$ cat src/rtl/time_counter_gen.sv
// Time-of-day counter: 24-hour BCD core with prescaled seconds, digit loads in set mode,
// and a combinational 12/24-hour display mapping.
module time_counter_gen #(
   parameter int unsigned CLK_PER_SEC = 1,
   parameter bit          DEFAULT_12H = 1'b0
) (
   input  logic       clk,
   input  logic       rst,
   input  logic       set_mode,
   input  logic       load,
   input  logic [5:0] cursor,
   input  logic [3:0] n_digit,
   input  logic       mode_12h_ovr,
   output logic [3:0] sec0,
   output logic [3:0] sec1,
   output logic [3:0] min0,
   output logic [3:0] min1,
   output logic [3:0] hrs0,
   output logic [3:0] hrs1,
   output logic       pm,
   output logic       sec_pulse,
   output logic       day_wrap,
   output logic       load_err
);

   localparam int unsigned PW = (CLK_PER_SEC > 1) ? $clog2(CLK_PER_SEC) : 1;
   localparam logic [PW-1:0] PRESC_MAX = PW'(CLK_PER_SEC - 1);

   logic [PW-1:0] presc_q, presc_d;
   logic [3:0]    sec0_q, sec0_d, sec1_q, sec1_d, min0_q, min0_d;
   logic [3:0]    min1_q, min1_d, hrs0_q, hrs0_d, hrs1_q, hrs1_d;
   logic          sec_pulse_q, sec_pulse_d, day_wrap_q, day_wrap_d;
   logic          load_err_q, load_err_d;

   logic          tick;
   logic          c0, c1, c2, c3, wrap;
   logic          load_ok;
   logic [7:0]    hr_bin, hr_disp;
   logic          mode_12h;

   // Next-state: prescaler, carry chain and digit loads
   always_comb begin
      presc_d     = presc_q;
      sec0_d      = sec0_q;
      sec1_d      = sec1_q;
      min0_d      = min0_q;
      min1_d      = min1_q;
      hrs0_d      = hrs0_q;
      hrs1_d      = hrs1_q;
      sec_pulse_d = 1'b0;
      day_wrap_d  = 1'b0;
      load_err_d  = 1'b0;
      tick        = 1'b0;
      load_ok     = 1'b0;

      c0   = (sec0_q == 4'd9);
      c1   = c0 && (sec1_q == 4'd5);
      c2   = c1 && (min0_q == 4'd9);
      c3   = c2 && (min1_q == 4'd5);
      wrap = c3 && (hrs1_q == 4'd2) && (hrs0_q == 4'd3);

      if (set_mode) begin
         presc_d = '0;
         if (load) begin
            // Non-one-hot cursors fall into default and are rejected
            unique case (cursor)
               6'b000001: load_ok = (n_digit <= 4'd9);
               6'b000010: load_ok = (n_digit <= 4'd5);
               6'b000100: load_ok = (n_digit <= 4'd9);
               6'b001000: load_ok = (n_digit <= 4'd5);
               6'b010000: load_ok = (n_digit <= 4'd9) &&
                                    (8'(hrs1_q) * 8'd10 + 8'(n_digit) <= 8'd23);
               6'b100000: load_ok = (n_digit <= 4'd2) &&
                                    (8'(n_digit) * 8'd10 + 8'(hrs0_q) <= 8'd23);
               default:   load_ok = 1'b0;
            endcase
            if (load_ok) begin
               if (cursor[0]) sec0_d = n_digit;
               if (cursor[1]) sec1_d = n_digit;
               if (cursor[2]) min0_d = n_digit;
               if (cursor[3]) min1_d = n_digit;
               if (cursor[4]) hrs0_d = n_digit;
               if (cursor[5]) hrs1_d = n_digit;
            end else begin
               load_err_d = 1'b1;
            end
         end
      end else begin
         load_err_d = load;
         if (presc_q == PRESC_MAX) begin
            presc_d = '0;
            tick    = 1'b1;
         end else begin
            presc_d = presc_q + PW'(1);
         end
      end

      if (tick) begin
         sec_pulse_d = 1'b1;
         sec0_d = c0 ? 4'd0 : sec0_q + 4'd1;
         if (c0) sec1_d = (sec1_q == 4'd5) ? 4'd0 : sec1_q + 4'd1;
         if (c1) min0_d = (min0_q == 4'd9) ? 4'd0 : min0_q + 4'd1;
         if (c2) min1_d = (min1_q == 4'd5) ? 4'd0 : min1_q + 4'd1;
         if (wrap) begin
            hrs0_d     = 4'd0;
            hrs1_d     = 4'd0;
            day_wrap_d = 1'b1;
         end else if (c3) begin
            hrs0_d = (hrs0_q == 4'd9) ? 4'd0 : hrs0_q + 4'd1;
            if (hrs0_q == 4'd9) hrs1_d = hrs1_q + 4'd1;
         end
      end
   end

   always_ff @(posedge clk) begin
      if (rst) begin
         presc_q     <= '0;
         sec0_q      <= 4'd0;
         sec1_q      <= 4'd0;
         min0_q      <= 4'd0;
         min1_q      <= 4'd0;
         hrs0_q      <= 4'd0;
         hrs1_q      <= 4'd0;
         sec_pulse_q <= 1'b0;
         day_wrap_q  <= 1'b0;
         load_err_q  <= 1'b0;
      end else begin
         presc_q     <= presc_d;
         sec0_q      <= sec0_d;
         sec1_q      <= sec1_d;
         min0_q      <= min0_d;
         min1_q      <= min1_d;
         hrs0_q      <= hrs0_d;
         hrs1_q      <= hrs1_d;
         sec_pulse_q <= sec_pulse_d;
         day_wrap_q  <= day_wrap_d;
         load_err_q  <= load_err_d;
      end
   end

   // Display mapping: hour 0 and 12 show as 12, 13..23 fold down by 12
   always_comb begin
      mode_12h = mode_12h_ovr | DEFAULT_12H;
      hr_bin   = 8'(hrs1_q) * 8'd10 + 8'(hrs0_q);
      pm       = (hr_bin >= 8'd12);
      if (hr_bin == 8'd0)       hr_disp = 8'd12;
      else if (hr_bin > 8'd12)  hr_disp = hr_bin - 8'd12;
      else                      hr_disp = hr_bin;
      if (mode_12h) begin
         hrs1 = (hr_disp >= 8'd10) ? 4'd1 : 4'd0;
         hrs0 = (hr_disp >= 8'd10) ? 4'(hr_disp - 8'd10) : 4'(hr_disp);
      end else begin
         hrs1 = hrs1_q;
         hrs0 = hrs0_q;
      end
   end

   assign sec0      = sec0_q;
   assign sec1      = sec1_q;
   assign min0      = min0_q;
   assign min1      = min1_q;
   assign sec_pulse = sec_pulse_q;
   assign day_wrap  = day_wrap_q;
   assign load_err  = load_err_q;

endmodule

$ cat config.mk
export PLATFORM = sky130hd
export DESIGN_NAME = time_counter_gen
export DESIGN_NICKNAME = d
export VERILOG_FILES = /design/src/rtl/time_counter_gen.sv
export SDC_FILE = /design/constraint.sdc
export NUM_CORES = 1
export LEC_CHECK = 0
export ABC_AREA = 1
export CORE_MARGIN = 8
export CORE_UTILIZATION = 60
export DETAILED_ROUTE_END_ITERATION = 10
export HOLD_SLACK_MARGIN = 0.12
export PLACE_DENSITY = 0.86
export RECOVER_POWER = 100
export SLEW_MARGIN = 20
export SYNTH_ARGS = -nofsm -noshare
export SYNTH_HDL_FRONTEND = slang
export SYNTH_SLANG_ARGS = --single-unit
$ cat constraint.sdc
create_clock -name clk -period 13.4 [get_ports clk]
set_input_delay 4.02 -clock clk [delete_from_list [all_inputs] [get_ports clk]]
set_output_delay 4.02 -clock clk [all_outputs]
set_load 0.01 [all_outputs]
==> results.md, run 1 <==
* Core Footprint at 0.00504 mm2
* Maximum number of pins on one net before global-route repair at 17
* Chip Width at 87.7 um
* Period Utilization, post-route at 0.719
* Crit-path max FO at 9
* Sequential cell area fraction in the yosys report at 0.182
* Routed wirelength normalized by instance count at 13.6 um
* CTS hold repair buffers at 0
* Critical path startpoint: mode_12h_ovr
* CTS tree: done
* Post-synthesis cell area at 0.00309 mm2
* Post-DP HPWL at 6.61 mm
* Dominant cell type by area after synthesis: dfxtp_1
* Mean cell area of the mapped netlist at 6.15 um2
* Gate count after technology mapping at 502
* Crit-path cells: dlygate4sd3_1 > inv_1 > nand2_1 > nand2_1 > dlygate4sd3_1
* CP max stage delay at 0.74 ns
* Register-to-register path setup slack at 10.04 ns
* Placed instance count at 607
* RR Startpoint: hrs1_q[1]
* Tightest Pin Transition at 0.781 ns
* Worst-Skew Late Latency at 0.28 ns
* Number of buffer and inverter instances along the worst setup path at 3
* RD Place Congestion at 0.908
* Synth Flop Type: dfxtp_1
* Hold WC Path Type: reg -> reg
* Data required time of the worst path at 9.38 ns
* Most used standard cell by instance count after synthesis: nand2_1
* H-tree depth reported by CTS at 1
* Cells on Worst Hold Path at 2
* Post-Syn Nets at 543
* Number of flops mapped to enable cells by yosys at 0
* Max-capacitance violation count at 0
* Total area of multi-input combinational cells at 0.00219 mm2
* Post-Layout Cell Count at 611
* Relative max-transition margin at 0.478
* Power per cell area at 51.6 mW/mm2
* Share of layout cells above drive strength 1 at 0.0721
* Number of global-route vias before repair at 3233
* Area added between synthesis and finish at 17.1%
* Resized cells post-CTS at 0
* Top cells by area, synth: dfxtp_1, nand2_1, nand3_1
* Setup TNS after final layout at 0 ns
* Worst Clk Skew at 0.00209 ns
* IO Count at 43
* Final setup violation count at 0
* First-pass iteration count of the detailed router at 5
* Antenna Violating Nets Remaining at 0
* Critical setup path kind: in -> out
* Cell-internal power at 0.137 mW
* Hold Violations, Final at 0
* Setup repair bufs after CTS at 0
* DRC violation count after routing at 0
* Share of async-settable or async-resettable flops after synthesis at 0
* Number of fill cells in the layout at 414
* GRT Overall Usage at 0.226
* Cell type of the slowest stage on the worst timing path: dlygate4sd3_1
* Clock sink total at 28
* Slew Viols, Final at 0
* Area fraction of the dominant cell type after synthesis at 0.182
* Flop and latch count out of synthesis at 28
* Total gr overflow at 0
* Clk slew on worst S/H paths at 0.10 ns
* Post-route minimum period at 9.64 ns
* Synthesis Warnings at 0
* Count of input and output buffers at 42
* DIE HEIGHT at 87.7 um
* Status: completed
* Vias after detailed routing at 3423
* Final standard cell utilization of the core at 0.717
* Wire length of the first global-routing pass at 14.3 mm
* Switching share of power at 0.264
* Post-synth cell types at 42
* Achievable frequency at 104 MHz
* Number of placement rows at 26
* Peak VDD IR at 0.0604 mV
* Register share of total power at 0.460
* Static Leakage at 1.80 nW
* Antenna diode count at 0
* Sort of element at the end of the critical path: output port
* Startpoint Class: input port
* Initial DRC count at 319
* Overall die area at 0.00770 mm2
* Largest buffer count on any clock path at 2
* Critical R2R Capture: sec0[1]
* Crit path DAT at 5.62 ns
* Setup repair after global routing missed its margin: no
* Share of total power in the clock network at 0.366
* Total wire length after detailed routing at 8.32 mm
* Sequential standard cell area at 561 um2
* Cts bufs inserted at 3
* Antenna violations before repair at 0
* Hold EP: sec1[3]
* Worst hold start: sec1[3]
* Power spent charging and discharging nets at 0.0493 mW
* Root cell of the clock tree: clkbuf_8
* Cells on worst reg2reg path at 14
* Initial Utilization at 0.612
* Top cell types by occurrence after synthesis: nand2_1, inv_1, nand3_1, nor2_1, a21oi_1
* Mean number of vias per cell at 5.60
* Top Family by Delay on Critical Path: buffers and inverters
* Final nets at 583
* Gate power share at 0.174
## power groups by stage
stage          logic, mW  registers, mW  clock network, mW
4_1_cts           0.0329         0.0859             0.0700
5_1_grt           0.0363         0.0862             0.0723
2_1_floorplan     0.0190         0.0881                  0
6_report          0.0324         0.0859             0.0682
3_3_place_gp      0.0321         0.0878                  0
3_5_place_dp      0.0328         0.0879                  0
## state kept, by name, summed over array words and instances (netlist names)
signal,count
presc_q,1
min0,4
day_wrap,1
sec0,4
sec1,4
min1,4
hrs1_q,4
hrs0_q,4
load_err,1
sec_pulse,1
## logic make-up after synthesis
kind of cell,synth area share
AND/OR/NAND/NOR,0.418
buffers and inverters,0.103
adder cells (fa/ha/maj),0.118
other,0.00121
XOR/XNOR,0.0255
AO/OA/AOI/OAI,0.154
flip-flops,0.182
## layout by cell type, fill, tap and decap left out, types with 2 or more instances in the layout
master / n
clkdlybuf4s50_1: 13
ha_1: 21
nand3_1: 55
dlygate4sd3_1: 29
fa_1: 5
o21bai_1: 2
nand3_2: 5
nand2_4: 2
inv_2: 5
or2_2: 2
inv_1: 70
nand4_1: 8
xor2_1: 9
dfxtp_1: 28
a21oi_1: 37
o31ai_1: 2
nand2_2: 10
nor2_2: 5
o21ai_0: 31
a31oi_1: 5
o21ai_1: 5
nand2_1: 122
and2_1: 2
nor2_4: 2
nor3_1: 5
nor2_1: 43
clkbuf_8: 3
## worst register-to-register path, cell delays in order (launching register included)
cell,delay [ns]
dfxtp_1,0.44
ha_1,0.34
ha_1,0.16
inv_1,0.05
fa_1,0.68
inv_1,0.12
nand2_1,0.10
nand4_1,0.08
nand2_1,0.08
nand3_1,0.10
nand3_1,0.36
nand3_1,0.32
nand2_1,0.23
nand2_1,0.07
a21oi_1,0.14
## stage by stage
stage	worst slack [ns]	hold WS, ns	power [mW]	area (um2)
final	3.76	0.525	0.187	3610
after floorplan	4.97	0.510	0.107	3090
after global placement	3.98	0.494	0.120	3560
after detailed placement	3.96	0.503	0.121	3560
after global routing	3.65	0.549	0.195	3610
after CTS	3.96	0.524	0.189	3630
## cell type report
class	count	share of cell area
well taps	70	0.0242
flip-flops and latches	28	0.155
clock buffers	3	0.0114
clock inverters	1	0.00831
repair buffers	42	0.116
inverters	75	0.0779
multi-input cells	392	0.607
## routing by layer
metal | share of wire | global-route usage | vias to the layer above
li1 | - | - | 1725
met1 | 0.43 | 0.264 | 1561
met2 | 0.50 | 0.411 | 127
met3 | 0.056 | 0.0394 | 10
met4 | 0.012 | 0.0578 | 0
met5 | 0 | 0 | -
## how the worst max path moves through the flow
stage,end,slack [ns],cells after the start
2_1_floorplan,hrs1[0],4.97,2
3_3_place_gp,hrs0[3],3.98,5
3_5_place_dp,hrs0[3],3.96,5
4_1_cts,hrs0[3],3.96,5
5_1_grt,hrs0[1],3.65,5
6_report,hrs0[3],3.76,5
Power figures use the tool's default switching activity.
==> run 2, diff against run 1 <==
--- a/config.mk
+++ b/config.mk
@@ -7,10 +7,10 @@
 export LEC_CHECK = 0
 export ABC_AREA = 1
 export CORE_MARGIN = 8
-export CORE_UTILIZATION = 60
+export CORE_UTILIZATION = 51
 export DETAILED_ROUTE_END_ITERATION = 10
 export HOLD_SLACK_MARGIN = 0.12
-export PLACE_DENSITY = 0.86
+export PLACE_DENSITY = 0.78
 export RECOVER_POWER = 100
 export SLEW_MARGIN = 20
 export SYNTH_ARGS = -nofsm -noshare
==> constraint.sdc (replaced) <==
create_clock -name clk -period 8 [get_ports clk]
set_input_delay 2.4 -clock clk [delete_from_list [all_inputs] [get_ports clk]]
set_output_delay 2.4 -clock clk [all_outputs]
set_load 0.01 [all_outputs]
==> results.md, run 2 (synthesized netlist as in run 1, its figures left out) <==
* Sort of element at the end of the critical path: output port
* Sequential standard cell area at 561 um2 (unchanged)
* Core Footprint at 0.00589 mm2 (+17%)
* Post-route minimum period at 6.97 ns
* Setup repair bufs after CTS at 0 (unchanged)
* Cell-internal power at 0.207 mW (+51%)
* Initial Utilization at 0.524 (-0.0877)
* Status: completed
* Wire length of the first global-routing pass at 14.4 mm (+0.67%)
* Setup TNS after final layout at 0 ns (unchanged)
* Met2 Routed Length at 4.05 mm (-2.2%)
* Crit-path max FO at 9 (unchanged)
* Antenna diode count at 0 (unchanged)
* Worst Clk Skew at 0.00652 ns (+0.00443 ns)
* Vias after detailed routing at 3368 (-1.6%)
* Switching share of power at 0.289 (+0.0249)
* Peak VDD IR at 0.0854 mV (+42%)
* Top routing layer in use: met4
* Share of total power in the clock network at 0.317 (-0.049)
* Clk slew on worst S/H paths at 0.10 ns (about the same)
* Largest buffer count on any clock path at 2 (unchanged)
* Count of input and output buffers at 42 (unchanged)
* Achievable frequency at 143 MHz
* Worst-Skew Late Latency at 0.28 ns (about the same)
* Antenna violations before repair at 0 (unchanged)
* Slew Viols, Final at 0 (unchanged)
* IO Count at 43 (unchanged)
* Number of fill cells in the layout at 580 (+40%)
* Startpoint Class: flop
* Post-DP HPWL at 6.68 mm (+1.2%)
* Cells on worst reg2reg path at 15 (+1)
* Setup repair after global routing missed its margin: no
* Total area of multi-input combinational cells at 0.00217 mm2 (-0.97%)
* Hold Violations, Final at 0 (unchanged)
* Register-to-register path setup slack at 4.68 ns (-5.36 ns)
* Routed wirelength normalized by instance count at 13.6 um (-0.49%)
* First-pass iteration count of the detailed router at 4 (-1)
* H-tree depth reported by CTS at 1 (unchanged)
* Length of routed met3 wiring at 394 um (-15%)
* Final nets at 583 (unchanged)
* Commonest non-fill, non-tap cell in the layout: nand2_1
* Root cell of the clock tree: clkbuf_8
* Chip Width at 93.8 um (+6.9%)
* Crit path DAT at 4.57 ns (-1.05 ns)
* Max-capacitance violation count at 0 (unchanged)
* DIE HEIGHT at 93.8 um (+6.9%)
* Register share of total power at 0.494 (+0.034)
* Number of global-route vias before repair at 3222 (-0.34%)
* Routed length on met1 at 3.79 mm (+4.8%)
* Cells on Worst Hold Path at 2 (unchanged)
* DRC violation count after routing at 0 (unchanged)
* Mean number of vias per cell at 5.47 (-2.4%)
* Antenna Violating Nets Remaining at 0 (unchanged)
* Maximum number of pins on one net before global-route repair at 17 (unchanged)
* Power after layout at 0.291 mW (+56%)
* Relative max-transition margin at 0.523 (+0.0450)
* Overall die area at 0.00880 mm2 (+14%)
* Data required time of the worst path at 5.60 ns (-3.78 ns)
* GRT Overall Usage at 0.195 (-0.0315)
* Cts bufs inserted at 3 (unchanged)
* Power per cell area at 81.3 mW/mm2 (+58%)
* Initial DRC count at 161 (-50%)
* CTS tree: done
* Leading cell types in the layout, fill and taps excluded: nand2_1, inv_1, nand3_1
* Tightest Pin Transition at 0.713 ns (-0.0672 ns)
* Hold WC Path Type: reg -> reg
* Critical setup path kind: reg -> out
* Area added between synthesis and finish at 16.1%
* Resized cells post-CTS at 0 (unchanged)
* RD Place Congestion at 0.858 (-5.5%)
* CTS hold repair buffers at 0 (unchanged)
* Share of layout cells above drive strength 1 at 0.0684 (-0.00370)
* Clock sink total at 28 (unchanged)
* Total gr overflow at 0 (unchanged)
* Final setup violation count at 0 (unchanged)
* Period Utilization, post-route at 0.871
* Power spent charging and discharging nets at 0.0843 mW (+71%)
* Static Leakage at 1.75 nW (-2.7%)
* Total wire length after detailed routing at 8.35 mm (+0.32%)
* Gate power share at 0.189 (+0.015)
* Number of placement rows at 28 (+7.7%)
## run 2: critical path, stage by stage (launching register included)
cell and delay (ns):
dfxtp_1 0.53, ha_1 0.30, ha_1 0.21, inv_1 0.07
fa_1 0.49, nor2_1 0.32, nand3_1 0.16, nand3_1 0.12
nand2_2 0.04, nor2_1 0.30, nand3_1 0.24, and3_1 0.27
ha_1 0.20, nand3b_1 0.15, nand2_1 0.08, nand2_1 0.06
nand2_1 0.05, nand2_1 0.04, nand2_1 0.06, dlygate4sd3_1 0.60
## run 2: final timing paths
path                   from  endpoint
hold / removal      min1[3]   min1[3]
hold reg to reg     min1[3]   min1[3]
setup reg to reg  hrs1_q[1]   sec0[0]
setup / recovery  hrs1_q[1]   hrs0[3]
## run 2: final cells by class
type	instances	area share
multi-input cells	392	0.606
flip-flops and latches	28	0.156
repair buffers	42	0.117
inverters	75	0.0786
well taps	75	0.0262
clock buffers	4	0.0154
## run 2: stage by stage
stage | hold WS (ns) | util | cells | worst slack (ns) | instance area [um2]
after floorplan | 0.510 | - | 502 | 2.59 | 3090
after global placement | 0.494 | 0.606 | 612 | 1.83 | 3560
after detailed placement | 0.501 | 0.606 | 612 | 1.79 | 3560
after CTS | 0.515 | 0.615 | 616 | 1.49 | 3620
after global routing | 0.558 | 0.609 | 616 | 0.708 | 3580
final | 0.517 | 0.609 | 616 | 1.03 | 3580
## run 2: power groups by stage
stage	Sequential, mW	Clock, mW	Combinational (mW)
2_1_floorplan	0.148	0	0.0318
3_3_place_gp	0.147	0	0.0543
3_5_place_dp	0.147	0	0.0560
4_1_cts	0.144	0.0932	0.0562
5_1_grt	0.144	0.0977	0.0622
6_report	0.144	0.0924	0.0551
## run 2: metal layers
metal,vias up,global-route usage
met5,-,0
met4,0,0.0502
met3,12,0.0288
met2,86,0.347
met1,1549,0.236
li1,1721,-
==> run 3, diff against run 2 <==
--- a/config.mk
+++ b/config.mk
@@ -6,6 +6,7 @@
 export NUM_CORES = 1
 export LEC_CHECK = 0
 export ABC_AREA = 1
+export CORE_ASPECT_RATIO = 0.9
 export CORE_MARGIN = 8
 export CORE_UTILIZATION = 51
 export DETAILED_ROUTE_END_ITERATION = 10
==> results.md, run 3 (synthesized netlist as in run 1, its figures left out) <==
* Status: completed
* Root cell of the clock tree: clkbuf_8
* Cell type of the slowest stage on the worst timing path: dlygate4sd3_1
* Clock sink total at 28 (unchanged)
* Number of buffer and inverter instances along the worst setup path at 2 (unchanged)
* Startpoint Class: flop
* Number of placement rows at 27 (-3.6%)
* Clk slew on worst S/H paths at 0.10 ns (about the same)
* Crit-path max FO at 9 (unchanged)
* Hold Violations, Final at 0 (unchanged)
* Slew Viols, Final at 0 (unchanged)
* Final nets at 583 (unchanged)
* Antenna diode count at 0 (unchanged)
* Commonest non-fill, non-tap cell in the layout: nand2_1
* Largest buffer count on any clock path at 2 (unchanged)
* Most repeated library cell on the critical path: nand2_1
* Worst-Skew Late Latency at 0.28 ns (about the same)
* Crit-path cells: ha_1 > ha_1 > inv_1 > fa_1 > nor2_1 > nand3_1 > nand3_1 > nand2_2 > nor2_4 > nand3_1 > and3_1 > ha_1 > nand3b_1 > nand2_1 > nand2_1 > nand2_1 > nand2_1 > nand2_1 > dlygate4sd3_1
* Maximum number of pins on one net before global-route repair at 17 (unchanged)
* Final standard cell utilization of the core at 0.600 (-0.00893)
* Vias after detailed routing at 3385 (+0.50%)
* Resized cells post-CTS at 0 (unchanged)
* Static Leakage at 1.75 nW (+0.35%)
* Power after layout at 0.289 mW (-1.0%)
* H-tree depth reported by CTS at 1 (unchanged)
* Chip Width at 98.0 um (+4.5%)
* First-pass iteration count of the detailed router at 5 (+1)
* Leading cell types in the layout, fill and taps excluded: nand2_1, inv_1, nand3_1
* Relative max-transition margin at 0.527 (+0.00433)
* Antenna violations before repair at 0 (unchanged)
* Post-Layout Cell Count at 613 (-0.49%)
* Sort of element at the end of the critical path: output port
* IO Count at 43 (unchanged)
* Final setup violation count at 0 (unchanged)
* DIE HEIGHT at 89.8 um (-4.3%)
* Total wire length after detailed routing at 8.14 mm (-2.6%)
* Antenna Violating Nets Remaining at 0 (unchanged)
* Top Family by Delay on Critical Path: simple AND/OR/NAND/NOR gates
* Setup TNS after final layout at 0 ns (unchanged)
* DRC violation count after routing at 0 (unchanged)
* Number of global-route vias before repair at 3097 (-3.9%)
* Max-capacitance violation count at 0 (unchanged)
* Cts bufs inserted at 3 (unchanged)
* Power per cell area at 80.4 mW/mm2 (-1.1%)
* Setup repair bufs after CTS at 0 (unchanged)
* Hold WC Path Type: reg -> reg
* Initial DRC count at 251 (+56%)
* Routed wirelength normalized by instance count at 13.3 um (-2.1%)
* Wire length of the first global-routing pass at 14.1 mm (-2.6%)
* Data required time of the worst path at 5.60 ns (about the same)
* Total gr overflow at 0 (unchanged)
* CP max stage delay at 0.60 ns (about the same)
* Mean number of vias per cell at 5.52 (+1.0%)
* CTS tree: done
* Initial Utilization at 0.516 (-0.00823)
* RD Place Congestion at 0.848 (-1.2%)
* Critical setup path kind: reg -> out
* Crit path DAT at 4.34 ns (-0.23 ns)
* Worst Clk Skew at 0.00270 ns (-0.00382 ns)
* Placed instance count at 609 (-0.49%)
* Period Utilization, post-route at 0.843 (-0.0283)
* Count of input and output buffers at 42 (unchanged)
* CTS hold repair buffers at 0 (unchanged)
* Number of fill cells in the layout at 581 (+0.17%)
* Share of layout cells above drive strength 1 at 0.0721 (+0.00370)
* Area added between synthesis and finish at 16.2%
* GRT Overall Usage at 0.184 (-0.0110)
* Tightest Pin Transition at 0.707 ns (-0.00647 ns)
* Post-DP HPWL at 6.55 mm (-2.1%)
* Setup repair after global routing missed its margin: no
* Core Footprint at 0.00598 mm2 (+1.6%)
* Post-route minimum period at 6.74 ns (-0.226 ns)
* Achievable frequency at 148 MHz (+3.4%)
* Overall die area at 0.00880 mm2 (about the same)
* Peak VDD IR at 0.0593 mV (-31%)
run 3: cell count changes in the layout (fill, tap and decap cells not counted):
cell,delta
nor2_1,-1
inv_1,-1
inv_2,+1
dlygate4sd3_1,+2
nor2_4,+1
clkdlybuf4s50_1,-2
run 3: area by class of cell:
cell class | count | area [um2] | share of cell area
clock buffer | 4 | 55.1 | 0.0153
inverter | 75 | 282 | 0.0785
sequential | 28 | 561 | 0.156
multi-input combinational | 392 | 2180 | 0.608
timing repair buffer | 42 | 420 | 0.117
tap | 72 | 90.1 | 0.0251
run 3: tightest hold or removal path: cells and delay by family (launching register included):
kind	cells	cell delay, ns
flip-flops	1	0.35
AND/OR/NAND/NOR	1	0.07
AO/OA/AOI/OAI	1	0.05
run 3: power by group:
part	internal (mW)	switching, mW	total, mW	leakage, nW
clock	0.0441	0.0460	0.0901	0.0288
sequential	0.142	0.00237	0.144	0.227
combinational	0.0211	0.0333	0.0545	1.50
run 3: worst paths after layout:
path / startpoint / end / slack (ns) / depth (start not counted)
max reg2reg: hrs1_q[1] / sec0[0] / 4.75 / 14
min: sec1[3] / sec1[3] / 0.52 / 2
max: hrs1_q[1] / hrs0[3] / 1.26 / 19
min reg2reg: sec1[3] / sec1[3] / 0.52 / 2
run 3: through the flow:
step	hold slack [ns]	instance area (um2)	setup slack (ns)
floorplan	0.510	3090	2.59
global route	0.530	3590	0.856
global placement	0.495	3560	1.81
detailed placement	0.491	3560	1.78
CTS	0.517	3620	1.53
finish	0.516	3590	1.26
run 3: routing by layer:
layer | track usage | part of all wire
met1 | 0.247 | 0.48
met2 | 0.306 | 0.46
met4 | 0.0156 | 0.0034
met3 | 0.0347 | 0.056
met5 | 0 | 0
